`src/rtl/rename_ctrl.sv`:
```
// Rename-stage controller: owns the 32-entry physical-register free list,
// drives the external RAT ports, and registers one renamed instruction for dispatch.
module rename_ctrl (
  input  logic       clk,
  input  logic       reset,
  input  logic       in_valid,
  output logic       in_ready,
  input  logic [4:0] in_sr1,
  input  logic [4:0] in_sr2,
  input  logic [4:0] in_dest,
  input  logic       in_has_dest,
  output logic [4:0] raddrRATsr1,
  output logic [4:0] raddrRATsr2,
  output logic [4:0] raddrRATdest,
  input  logic [5:0] rdataRATsr1,
  input  logic [5:0] rdataRATsr2,
  input  logic [5:0] rdataRATdest,
  output logic       wenRATdest,
  output logic [4:0] waddrRATdest,
  output logic [5:0] wdataRATdest,
  output logic       out_valid,
  input  logic       out_ready,
  output logic [5:0] out_psr1,
  output logic [5:0] out_psr2,
  output logic [5:0] out_pdest,
  output logic [5:0] out_old_pdest,
  output logic       out_has_dest,
  input  logic       free_valid,
  input  logic [5:0] free_preg,
  output logic [5:0] fl_count,
  output logic       fl_overflow
);

  logic [5:0] fl [32];
  logic [4:0] head, tail;
  logic [5:0] count;
  logic       accept, alloc, full, free_ok;

  assign raddrRATsr1  = in_sr1;
  assign raddrRATsr2  = in_sr2;
  assign raddrRATdest = in_dest;
  assign fl_count     = count;

  // NOTE: every signal gets a default at the top of always_comb so no path
  // leaves it unassigned, which would otherwise infer a latch.
  always_comb begin
    in_ready     = 1'b0;
    accept       = 1'b0;
    alloc        = 1'b0;
    full         = 1'b0;
    free_ok      = 1'b0;
    wenRATdest   = 1'b0;
    waddrRATdest = in_dest;
    wdataRATdest = fl[head];

    in_ready   = (!out_valid || out_ready) && (count != 6'd0);
    accept     = in_valid && in_ready;
    alloc      = accept && in_has_dest && (in_dest != 5'd0);
    full       = (count == 6'd32);
    // A full list can still take a free when an allocation vacates a slot.
    free_ok    = free_valid && (!full || alloc);
    wenRATdest = alloc;
  end

  // NOTE: the free-list storage is reset because its contents (32..63) are
  // architecturally visible after reset, unlike ordinary scratch memory.
  always_ff @(posedge clk) begin
    if (reset) begin
      for (int i = 0; i < 32; i++) fl[i] <= 6'(32 + i);
    end else if (free_ok) begin
      fl[tail] <= free_preg;
    end
  end

  // NOTE: sequential state uses non-blocking assignments so every register
  // samples pre-edge values regardless of statement order.
  always_ff @(posedge clk) begin
    if (reset) begin
      head        <= 5'd0;
      tail        <= 5'd0;
      count       <= 6'd32;
      fl_overflow <= 1'b0;
    end else begin
      if (alloc)   head <= head + 5'd1;
      if (free_ok) tail <= tail + 5'd1;
      count <= count + 6'(free_ok) - 6'(alloc);
      if (free_valid && !free_ok) fl_overflow <= 1'b1;
    end
  end

  always_ff @(posedge clk) begin
    if (reset) begin
      out_valid     <= 1'b0;
      out_psr1      <= 6'd0;
      out_psr2      <= 6'd0;
      out_pdest     <= 6'd0;
      out_old_pdest <= 6'd0;
      out_has_dest  <= 1'b0;
    end else if (accept) begin
      out_valid     <= 1'b1;
      out_psr1      <= (in_sr1 == 5'd0) ? 6'd0 : rdataRATsr1;
      out_psr2      <= (in_sr2 == 5'd0) ? 6'd0 : rdataRATsr2;
      out_old_pdest <= rdataRATdest;
      out_pdest     <= alloc ? fl[head] : 6'd0;
      out_has_dest  <= alloc;
    end else if (out_ready) begin
      out_valid <= 1'b0;
    end
  end

endmodule

```
`config.mk`:
```
export PLATFORM = sky130hd
export DESIGN_NAME = rename_ctrl
export DESIGN_NICKNAME = d
export VERILOG_FILES = /design/src/rtl/rename_ctrl.sv
export SDC_FILE = /design/constraint.sdc
export NUM_CORES = 1
export LEC_CHECK = 0
export ABC_AREA = 1
export CAP_MARGIN = 20
export CORE_ASPECT_RATIO = 1.25
export CORE_MARGIN = 2
export CORE_UTILIZATION = 47
export DETAILED_ROUTE_END_ITERATION = 16
export GPL_TIMING_DRIVEN = 0
export PLACE_DENSITY = 0.72
export SYNTH_ARGS = -nofsm -noshare
export SYNTH_HDL_FRONTEND = slang
export SYNTH_SLANG_ARGS = --single-unit
```
`constraint.sdc`:
```
create_clock -name clk -period 3.1 [get_ports clk]
set_clock_uncertainty 0.1 [all_clocks]
set_input_delay 0.62 -clock clk [delete_from_list [all_inputs] [get_ports clk]]
set_output_delay 0.62 -clock clk [all_outputs]
set_load 0.005 [all_outputs]
```
==> results.yml <==
die:
  coreArea_mm2: 0.0238
  dieArea_mm2: 0.0255
  fp.dieW_um: 143
  rows: 63
  dieHeight_um: 178
  boundaryPins: 106
  initial_utilization_pct: 47.9
power:
  power_frac_comb_pct: 24.5
  p_switching_w: 0.00263
  powerDensity_mw_per_mm2: 603
  swShare_pct: 30.7
  peakVddDrop_uv: 419
  internal_power_w: 0.00596
  seqPwrFrac_pct: 43.2
  clock_power_share_pct: 32.3
  p_leak_nw: 5.29
logic_synthesis:
  synth_nets: 1333
  yosys.cell_types.count: 26
  ys_seq_area_share_pct: 59.0
  ys_seq_elements: 240
  avgSynthCellArea_um2: 8.95
  synth-warning-count: 0
  netlist_area_mm2: 0.0114
  syn_inst: 1274
outcome:
  status: "completed"
place:
  portBuffers: 105
  dp_hpwl_mm: 26.1
  gp_routability_congestion: 0.987
  placed_cells: 1704
final_layout:
  n_antenna_cell: 0
  multi_input_area_mm2: 0.00417
  nets: 1479
  syn_to_final_growth_pct: 25.0
  instances_no_fill: 1761
  finish.utilization_pct: 59.9
  seq_area_mm2: 0.00673
  drive_above_1_share_pct: 13.4
  nFillCells: 2084
global_routing:
  overflow: 0
  grt_pass1_vias: 9658
  antenna_found_initial: 0
  grt_max_degree: 16
  grt_pass1_wl_mm: 54.6
  grt_use_total_pct: 28.9
clock_tree:
  cts_buffer_depth: 3
  htree_levels: 1
  cts.sinks: 240
  clockRootBuffer: "clkbuf_16"
  clkLatencyLatePin_ps: 520
  cts_tree: "yes"
  cts-buffers-inserted: 23
  path_clk_slew_ps: 70
setup_path:
  crit_required_ps: 2380
  start_kind: "register"
  crit_chain: "buf_8 > inv_8 > buf_12 > buf_8 > buf_4 > nand2_1 > nand3_2 > nand3_2 > nand2_2 > nand2_2 > nand3_4 > and2_4 > clkdlybuf4s15_1"
  cp.arrival_ps: 2340
  crit_path_top_delay_cell: "dfxtp_2"
  path_max_fanout: 7
  cp_top_family: "buffers and inverters"
  slowest_delay_ps: 330
  crit_type: "reg -> out"
  endpoint_kind: "primary output"
  worst-path-buf-inv: 6
sta:
  whs_ps: 354
  period_minus_slack_ps: 3060
  slew_violations: 0
  finalCritPeriodShare_pct: 98.8
  setup_viol: 0
  fmax_ghz: 0.326
  worst_pin_slew_ps: 1030
  slew_headroom_pct: 31.5
  rsz0062_at_grt: "true"
  final-hold-violation-count: 0
worst_hold_path:
  hp-class: "reg -> reg"
routing:
  detail_route.iter0.violations: 1267
  firstDrtPassIters: 6
  drcViolationCount: 0
  ant_nets: 0
  via_count: 10033
  wire_per_inst_um: 21.0
  via_per_inst: 5.70
  wl_mm: 36.9
job:
  maxCapViolCount: 0
cell families (layout without fill, tap and decap cells):
family / Yosys count / in the layout / synth area share [%]
AND/OR/NAND/NOR: 804 / 804 / 30.3
flip-flops: 240 / 240 / 59.0
buffers and inverters: 163 / 325 / 6.65
AO/OA/AOI/OAI: 51 / 51 / 2.26
adder cells (fa/ha/maj): 14 / 14 / 1.60
XOR/XNOR: 2 / 2 / 0.154
flip-flops by register name, summed over array words and instances, names as in the netlist, named ones only:
| name | cells |
|---|---|
| out_valid | 1 |
| out_has_dest | 1 |
| out_psr1 | 6 |
| tail | 5 |
| fl | 192 |
| head | 5 |
| fl_count | 6 |
| out_psr2 | 6 |
| out_old_pdest | 6 |
| fl_overflow | 1 |
| out_pdest | 6 |
what timing repair did:
item                                    4_1_cts  5_1_grt
endpoints found under the setup margin        8        7
pin swaps                                    12       13
hold buffers                                  0        0
buffers inserted                              6        9
gates resized for setup                     120       42
cloned                                        1        1
layout by cell type (no fill, tap or decap), types with 13 or more instances in the layout:
cell type        netlist  layout
inv_1                 53      52
buf_4                 28      48
clkdlybuf4s50_1        0      98
a21oi_1               34      34
clkbuf_1              44      34
edfxtp_1             192     192
o21ai_0               16      15
nand2_2                0      15
nand3_2                1      34
nand2_1              344     329
nand3_1              287     251
clkbuf_16              0      24
dfxtp_1               48      43
nor2_1               144     143
ha_1                  13      13
buf_2                 27      13
synth_stat cells:
cell	number	area [um2]
nor2_2	1	6.26
buf_4	28	210
clkinv_1	1	3.75
inv_1	53	199
nand4_1	9	56.3
nand2_1	344	1290
nand2_4	1	11.3
nand3_2	1	10.0
nor2_1	144	541
ha_1	13	163
dfxtp_1	48	961
xor2_1	2	17.5
a21oi_1	34	170
buf_1	6	22.5
buf_2	27	135
inv_2	3	11.3
edfxtp_1	192	5770
clkbuf_1	44	165
a211oi_1	1	7.51
and2_1	6	37.5
fa_1	1	20.0
nand3_1	287	1440
nor2_8	1	20.0
nor3_1	10	50.1
o21ai_0	16	80.1
buf_6	1	11.3
stage by stage:
stage / power, W / area, um2 / setup TNS, ps / setup slack [ps]
after floorplan: 0.00481 / 11400 / 0 / 359
after global placement: 0.00560 / 12900 / -22930 / -439
after detailed placement: 0.00563 / 12900 / -26480 / -470
after CTS: 0.00847 / 14000 / -441 / -115
after global routing: 0.00888 / 14200 / -127 / -127
final: 0.00860 / 14200 / 0 / 36.8
metal layers:
metal  vias up  wire, um  track usage [%]
met5         -         0                0
li1       4565         -                -
met3       134      3650             4.78
met2       673     18200             51.5
met4         0      2340             14.2
met1      4661     12700             33.7
power by group through the flow:
stage	Sequential [W]	Clock, W	Combinational [W]
floorplan	0.00376	0	0.00105
global placement	0.00377	0	0.00183
detailed placement	0.00378	0	0.00185
CTS	0.00371	0.00275	0.00201
global route	0.00373	0.00288	0.00227
finish	0.00371	0.00278	0.00211
worst register-to-register path, stage by stage, from the launching register on:
cell      delay, ps
dfxtp_2         350
inv_1            60
ha_1            220
nand4_1         150
nand2_1         110
nor2_2          130
nand2_2          90
nand3_4          90
nand2_4         110
inv_2           110
buf_6           130
nand2_1          60
nand2_1          60
ha_1            150
inv_1            60
fa_1            420
nor3_1          180
a211oi_1         90
o21ai_1         130
a21oi_1          50
layout make-up:
cell class	instances	share of cell area (%)
well taps	325	2.85
clock buffers	26	4.12
repair buffers	122	8.62
plain buffers	105	5.34
multi-input cells	871	29.3
clock inverters	15	0.957
inverters	57	1.59
flip-flops and latches	240	47.3
worst paths after layout:
check | startpoint | endpoint | slack [ps] | cells past startpoint
min | fl_overflow$_SDFFE_PP0P_ | fl_overflow$_SDFFE_PP0P_ | 350 | 2
max | register | wdataRATdest[1] | 40 | 13
min reg2reg | fl_overflow$_SDFFE_PP0P_ | fl_overflow$_SDFFE_PP0P_ | 350 | 2
max reg2reg | fl_count[2]$_SDFF_PP0_ | fl_count[4]$_SDFF_PP0_ | 120 | 19
No activity file was read; power rests on OpenSTA's default activity.
==> patch 1: new RTL, same settings <==
Compare `count` against `6'd32` with >= in place of ==.
--- a/src/rtl/rename_ctrl.sv
+++ b/src/rtl/rename_ctrl.sv
@@ -57,5 +57,5 @@
     accept     = in_valid && in_ready;
     alloc      = accept && in_has_dest && (in_dest != 5'd0);
-    full       = (count == 6'd32);
+    full       = (count >= 6'd32);
     // A full list can still take a free when an allocation vacates a slot.
     free_ok    = free_valid && (!full || alloc);
Check against the original RTL: no difference found for any inputs over 4 cycles, from zero or initial values and one cycle with reset high; that may be too few to reach the edited logic, so the function may still have changed.
==> patch 1 against the original RTL <==
Largest power group unchanged; design area fell by 2.5%; worst setup slack gained 0.019 ns; area after synthesis fell by 0.71%; total power is 1.2% lower; critical endpoint is now wdataRATdest[0]; routed wire length down 7.4%; sequential cell count did not move.
==> patch 1: results (changes against the original RTL) <==
stage;metric;value;unit;change
run_status;outcome;finished clean;;unchanged
grt;grt_max_degree;15;;was 16
timing;fmax;329;MHz;was 326 MHz
grt;grt_use_total;0.271;;was 0.289
logic_synthesis;synth_cells;1251;;was 1274
setup_path;worst-r2r-setup-slack;0.20;ns;was 0.12 ns
drt;wl_per_cell;19.8;um;was 21.0 um
grt;grtUsageMet2;0.457;;was 0.515
logic_synthesis;ys_seq_area_frac;0.594;;was 0.590
grt;grt_pass1_vias;9275;;was 9658
grt;grt_pass1_wl;51700;um;was 54600 um
timing;worst_pin_slew;1.01;ns;was 1.03 ns
placed_design;place_hpwl;24100;um;was 26100 um
setup_path;crit_path_max_incr_delay;0.39;ns;was 0.33 ns
logic_synthesis;synth.cells.most_frequent;nand2_1, edfxtp_1, nand3_1, nor2_1, clkbuf_1;;was nand2_1, nand3_1, edfxtp_1, nor2_1, inv_1
setup_path;r2r_end;fl[17][1];;was fl_count[4]
grt;gr-usage-met3;0.0464;;was 0.0478
setup_path;worst_ep_arrival_time;2.32;ns;was 2.34 ns
grt;grt_use_met1;0.327;;was 0.337
drt;routed_via_density;5.56;;was 5.70
power;power.leakage;5.27;nW;was 5.29 nW
setup_path;crit_end;wdataRATdest[0];;was wdataRATdest[1]
logic_synthesis;synth_top_area_frac;0.509;;was 0.506
drt;drt-initial-drc-count;1078;;was 1267
finish;num-fill-cells;2042;;was 2084
finish;nets;1443;;was 1479
logic_synthesis;synthTopCellsByArea;edfxtp_1, nand2_1, dfxtp_1;;was edfxtp_1, nand3_1, nand2_1
finish;layout-drive-gt1-share;0.138;;was 0.134
logic_synthesis;synthDistinctLibCells;27;;was 26
placed_design;gp_congestion;0.971;;was 0.987
power;peakVddDrop;0.557;mV;was 0.419 mV
## patch 1: cell type report
| type | count | area share |
|---|---|---|
| sequential | 240 | 0.485 |
| clock buffer | 33 | 0.0502 |
| clock inverter | 10 | 0.00874 |
| multi-input combinational | 840 | 0.284 |
| timing repair buffer | 109 | 0.0762 |
| buffer | 95 | 0.0462 |
| inverter | 74 | 0.0205 |
| tap | 325 | 0.0293 |
## patch 1: per-stage QoR
step / cell area, um^2 / power [W] / setup TNS, ns / hold slack (ns)
finish: 13900 / 0.00850 / 0 / 0.352
global route: 13900 / 0.00877 / -0.0550 / 0.382
CTS: 13900 / 0.00844 / 0 / 0.353
detailed placement: 12800 / 0.00540 / -7.35 / 0.343
global placement: 12800 / 0.00537 / -4.91 / 0.338
floorplan: 11300 / 0.00467 / 0 / 0.347
## patch 1: metal layers
layer	routed length (um)	vias up
met2	16600	532
met4	2270	0
li1	-	4402
met3	3080	150
met1	12200	4505
met5	0	-
## patch 1: where the power goes
part           switching, W  leakage [nW]  internal, W
clock network       0.00120         0.403      0.00182
registers         0.0000751          1.98      0.00361
logic               0.00112          2.89     0.000672
total               0.00240          5.27      0.00609
## patch 1: critical path, delay by kind of cell, from the launching register on
family	cells	cell delay, ns
flip-flops	1	0.39
AND/OR/NAND/NOR	6	0.67
buffers and inverters	3	0.72
## patch 1: worst min path at each step
| stage | to | slack, ns |
|---|---|---|
| 2_1_floorplan | fl_overflow | 0.35 |
| 3_3_place_gp | fl_overflow | 0.34 |
| 3_5_place_dp | fl_overflow | 0.34 |
| 4_1_cts | fl_overflow | 0.35 |
| 5_1_grt | out_pdest[5] | 0.38 |
| 6_report | fl_overflow | 0.35 |
## patch 1: cell families after synthesis
| group | synth area share |
|---|---|
| XOR/XNOR | 0.000774 |
| AO/OA/AOI/OAI | 0.0254 |
| flip-flops | 0.594 |
| buffers and inverters | 0.0683 |
| adder cells (fa/ha/maj) | 0.0161 |
| AND/OR/NAND/NOR | 0.295 |
## patch 1: repair_timing
item	in CTS	in global routing
endpoints found under the setup margin	7	14
setup buffers	3	2
gates resized for setup	97	25
gates cloned	0	0
pin swaps	3	5
==> patch 2: new RTL, same settings <==
Without the edit above. Put one more register stage on the output `fl_count`, cleared by the reset. The value now appears one clock later. The other outputs are not delayed to match.
--- a/src/rtl/rename_ctrl.sv
+++ b/src/rtl/rename_ctrl.sv
@@ -40,5 +40,11 @@
   assign raddrRATsr2  = in_sr2;
   assign raddrRATdest = in_dest;
-  assign fl_count     = count;
+  always_ff @(posedge clk) begin
+    if (reset) begin
+      fl_count <= '0;
+    end else begin
+      fl_count <= count;
+    end
+  end
 
   // NOTE: every signal gets a default at the top of always_comb so no path
Function: changed (Yosys sat finds a counterexample within 4 cycles, from zero or initial values and one cycle with reset high).
==> patch 2 against the original RTL <==
Routed wire length is 3.1% lower; critical path depth unchanged; clock power is 1% higher; global-route usage down 1.2 points; utilization is 0.87 points lower; count of clock-buffer cells in the layout increased by 12; sequential cell count is 6 higher; design area is 0.44% higher; area after synthesis increased by 1.1%; sequential share of layout area up 0.62 points; worst setup slack better by 0.051 ns; sequential power up 2%; total power up 1.3%; critical path type unchanged; critical endpoint is now wdataRATdest[2]; largest power group unchanged.
==> patch 2: results (changes against the original RTL) <==
stage;metric;value;unit;change
timing;relSlewSlack;0.327;;was 0.315
logic_synthesis;synth.cells.most_frequent;nand2_1, nand3_1, edfxtp_1, nor2_1, dfxtp_1;;was nand2_1, nand3_1, edfxtp_1, nor2_1, inv_1
worst_hold_path;holdPathStages;2;;unchanged
run_status;outcome;finished clean;;unchanged
placed_design;port_buffers;104;;was 105
finish;layout-drive-gt1-share;0.114;;was 0.134
grt;grt_use_total;0.277;;was 0.289
setup_path;r2r_end;count[4];;was fl_count[4]
finish;fin_cells;1772;;was 1761
timing;holdWs;0.363;ns;was 0.354 ns
logic_synthesis;ys_seq_area_frac;0.594;;was 0.590
logic_synthesis;synth-compound-area-share;0.0224;;was 0.0226
drt;drt-initial-drc-count;1595;;was 1267
drt;wl_per_cell;20.2;um;was 21.0 um
drt;drt-pass1-iter-count;7;;was 6
setup_path;worst-r2r-setup-slack;0.15;ns;was 0.12 ns
worst_hold_path;hold_path.startpoint;fl_overflow;;unchanged
power;peakVddDrop;0.510;mV;was 0.419 mV
grt;grt_pass1_vias;9655;;was 9658
clocking;numCtsBuffers;24;;was 23
logic_synthesis;synthDistinctLibCells;25;;was 26
setup_path;crit_path_max_incr_delay;0.36;ns;was 0.33 ns
grt;grtUsageMet2;0.482;;was 0.515
placed_design;dpl.cell_count;1721;;was 1704
grt;gr-usage-met3;0.0451;;was 0.0478
power;power.leakage;5.34;nW;was 5.29 nW
logic_synthesis;ys_warn_count;0;;unchanged
finish;num-fill-cells;2047;;was 2084
setup_path;critPathMaxFanout;8;;was 7
logic_synthesis;postSynth.asyncResetShare;0;;unchanged
setup_path;r2r_start;count[2];;was fl_count[2]
logic_synthesis;synthXorXnorAreaFrac;0.00152;;was 0.00154
placed_design;gp_congestion;1.01;;was 0.987
grt;grt_use_met1;0.334;;was 0.337
logic_synthesis;synth_cells;1287;;was 1274
setup_path;worst_ep_arrival_time;2.29;ns;was 2.34 ns
drt;routed_via_density;5.65;;was 5.70
logic_synthesis;synthAdderAreaFrac;0.0158;;was 0.0160
placed_design;place_hpwl;25300;um;was 26100 um
## patch 2: cell count changes in the layout (fill, tap and decap cells not counted), moves of 5 or more
cell	before	now
nand3_1	251	267
nand3_2	34	20
buf_4	48	37
clkbuf_8	1	10
dfxtp_1	43	51
nand2_1	329	337
nand2_2	15	7
nor2_1	143	149
clkbuf_1	34	39
clkbuf_16	24	29
clkbuf_2	2	7
## patch 2: cells by family after synthesis
group           Yosys count
simple gates            810
flops                   246
buf+inv                 164
compound gates           51
fa+ha+maj                14
xor+xnor                  2
## patch 2: metal layers
layer,wire (um),vias to the layer above
met5,0,-
met1,12600,4568
met4,1930,0
li1,-,4609
met2,17500,700
met3,3820,143
## patch 2: final cells by class
cell class | instances | area share
clock buffer | 38 | 0.0505
tap | 330 | 0.0289
timing repair buffer | 112 | 0.0847
sequential | 246 | 0.479
clock inverter | 6 | 0.00306
inverter | 57 | 0.0162
multi-input combinational | 877 | 0.285
buffer | 106 | 0.0530
## patch 2: worst min-delay path, cell delays in order, from the launching register on
cell and delay [ns]:
dfxtp_1 0.31, inv_1 0.05, a21oi_1 0.05
## patch 2: how the worst max path moves through the flow
stage,slack (ns),depth (start not counted),to,startpoint
floorplan,0.38,18,count[4],out_ready
global placement,-0.50,19,count[4],out_ready
detailed placement,-0.55,19,count[4],out_ready
CTS,-0.13,12,wdataRATdest[3],register
global route,-0.12,19,count[4],count[2]
finish,0.09,13,wdataRATdest[2],register
## patch 2: per-stage QoR
step | setup WS (ns) | area, um^2 | total power (W) | setup TNS (ns)
after global placement | -0.498 | 13000 | 0.00567 | -2.10
final | 0.0877 | 14300 | 0.00871 | 0
after global routing | -0.120 | 14300 | 0.00903 | -0.120
after CTS | -0.131 | 14100 | 0.00859 | -0.490
after detailed placement | -0.549 | 13000 | 0.00570 | -4.03
after floorplan | 0.376 | 11500 | 0.00490 | 0
## patch 2: report_power, final
group          leakage [nW]  internal [W]  switching (W)
Combinational          2.93      0.000784        0.00130
Sequential             2.03       0.00372      0.0000811
Clock                 0.379       0.00160        0.00122
## patch 2: timing repair
item                                    in CTS  in global routing
gates resized for setup                     98                 44
endpoints found under the setup margin       8                  9
gates cloned                                 1                  5
pin swaps                                    2                  2
setup buffers                                1                  1
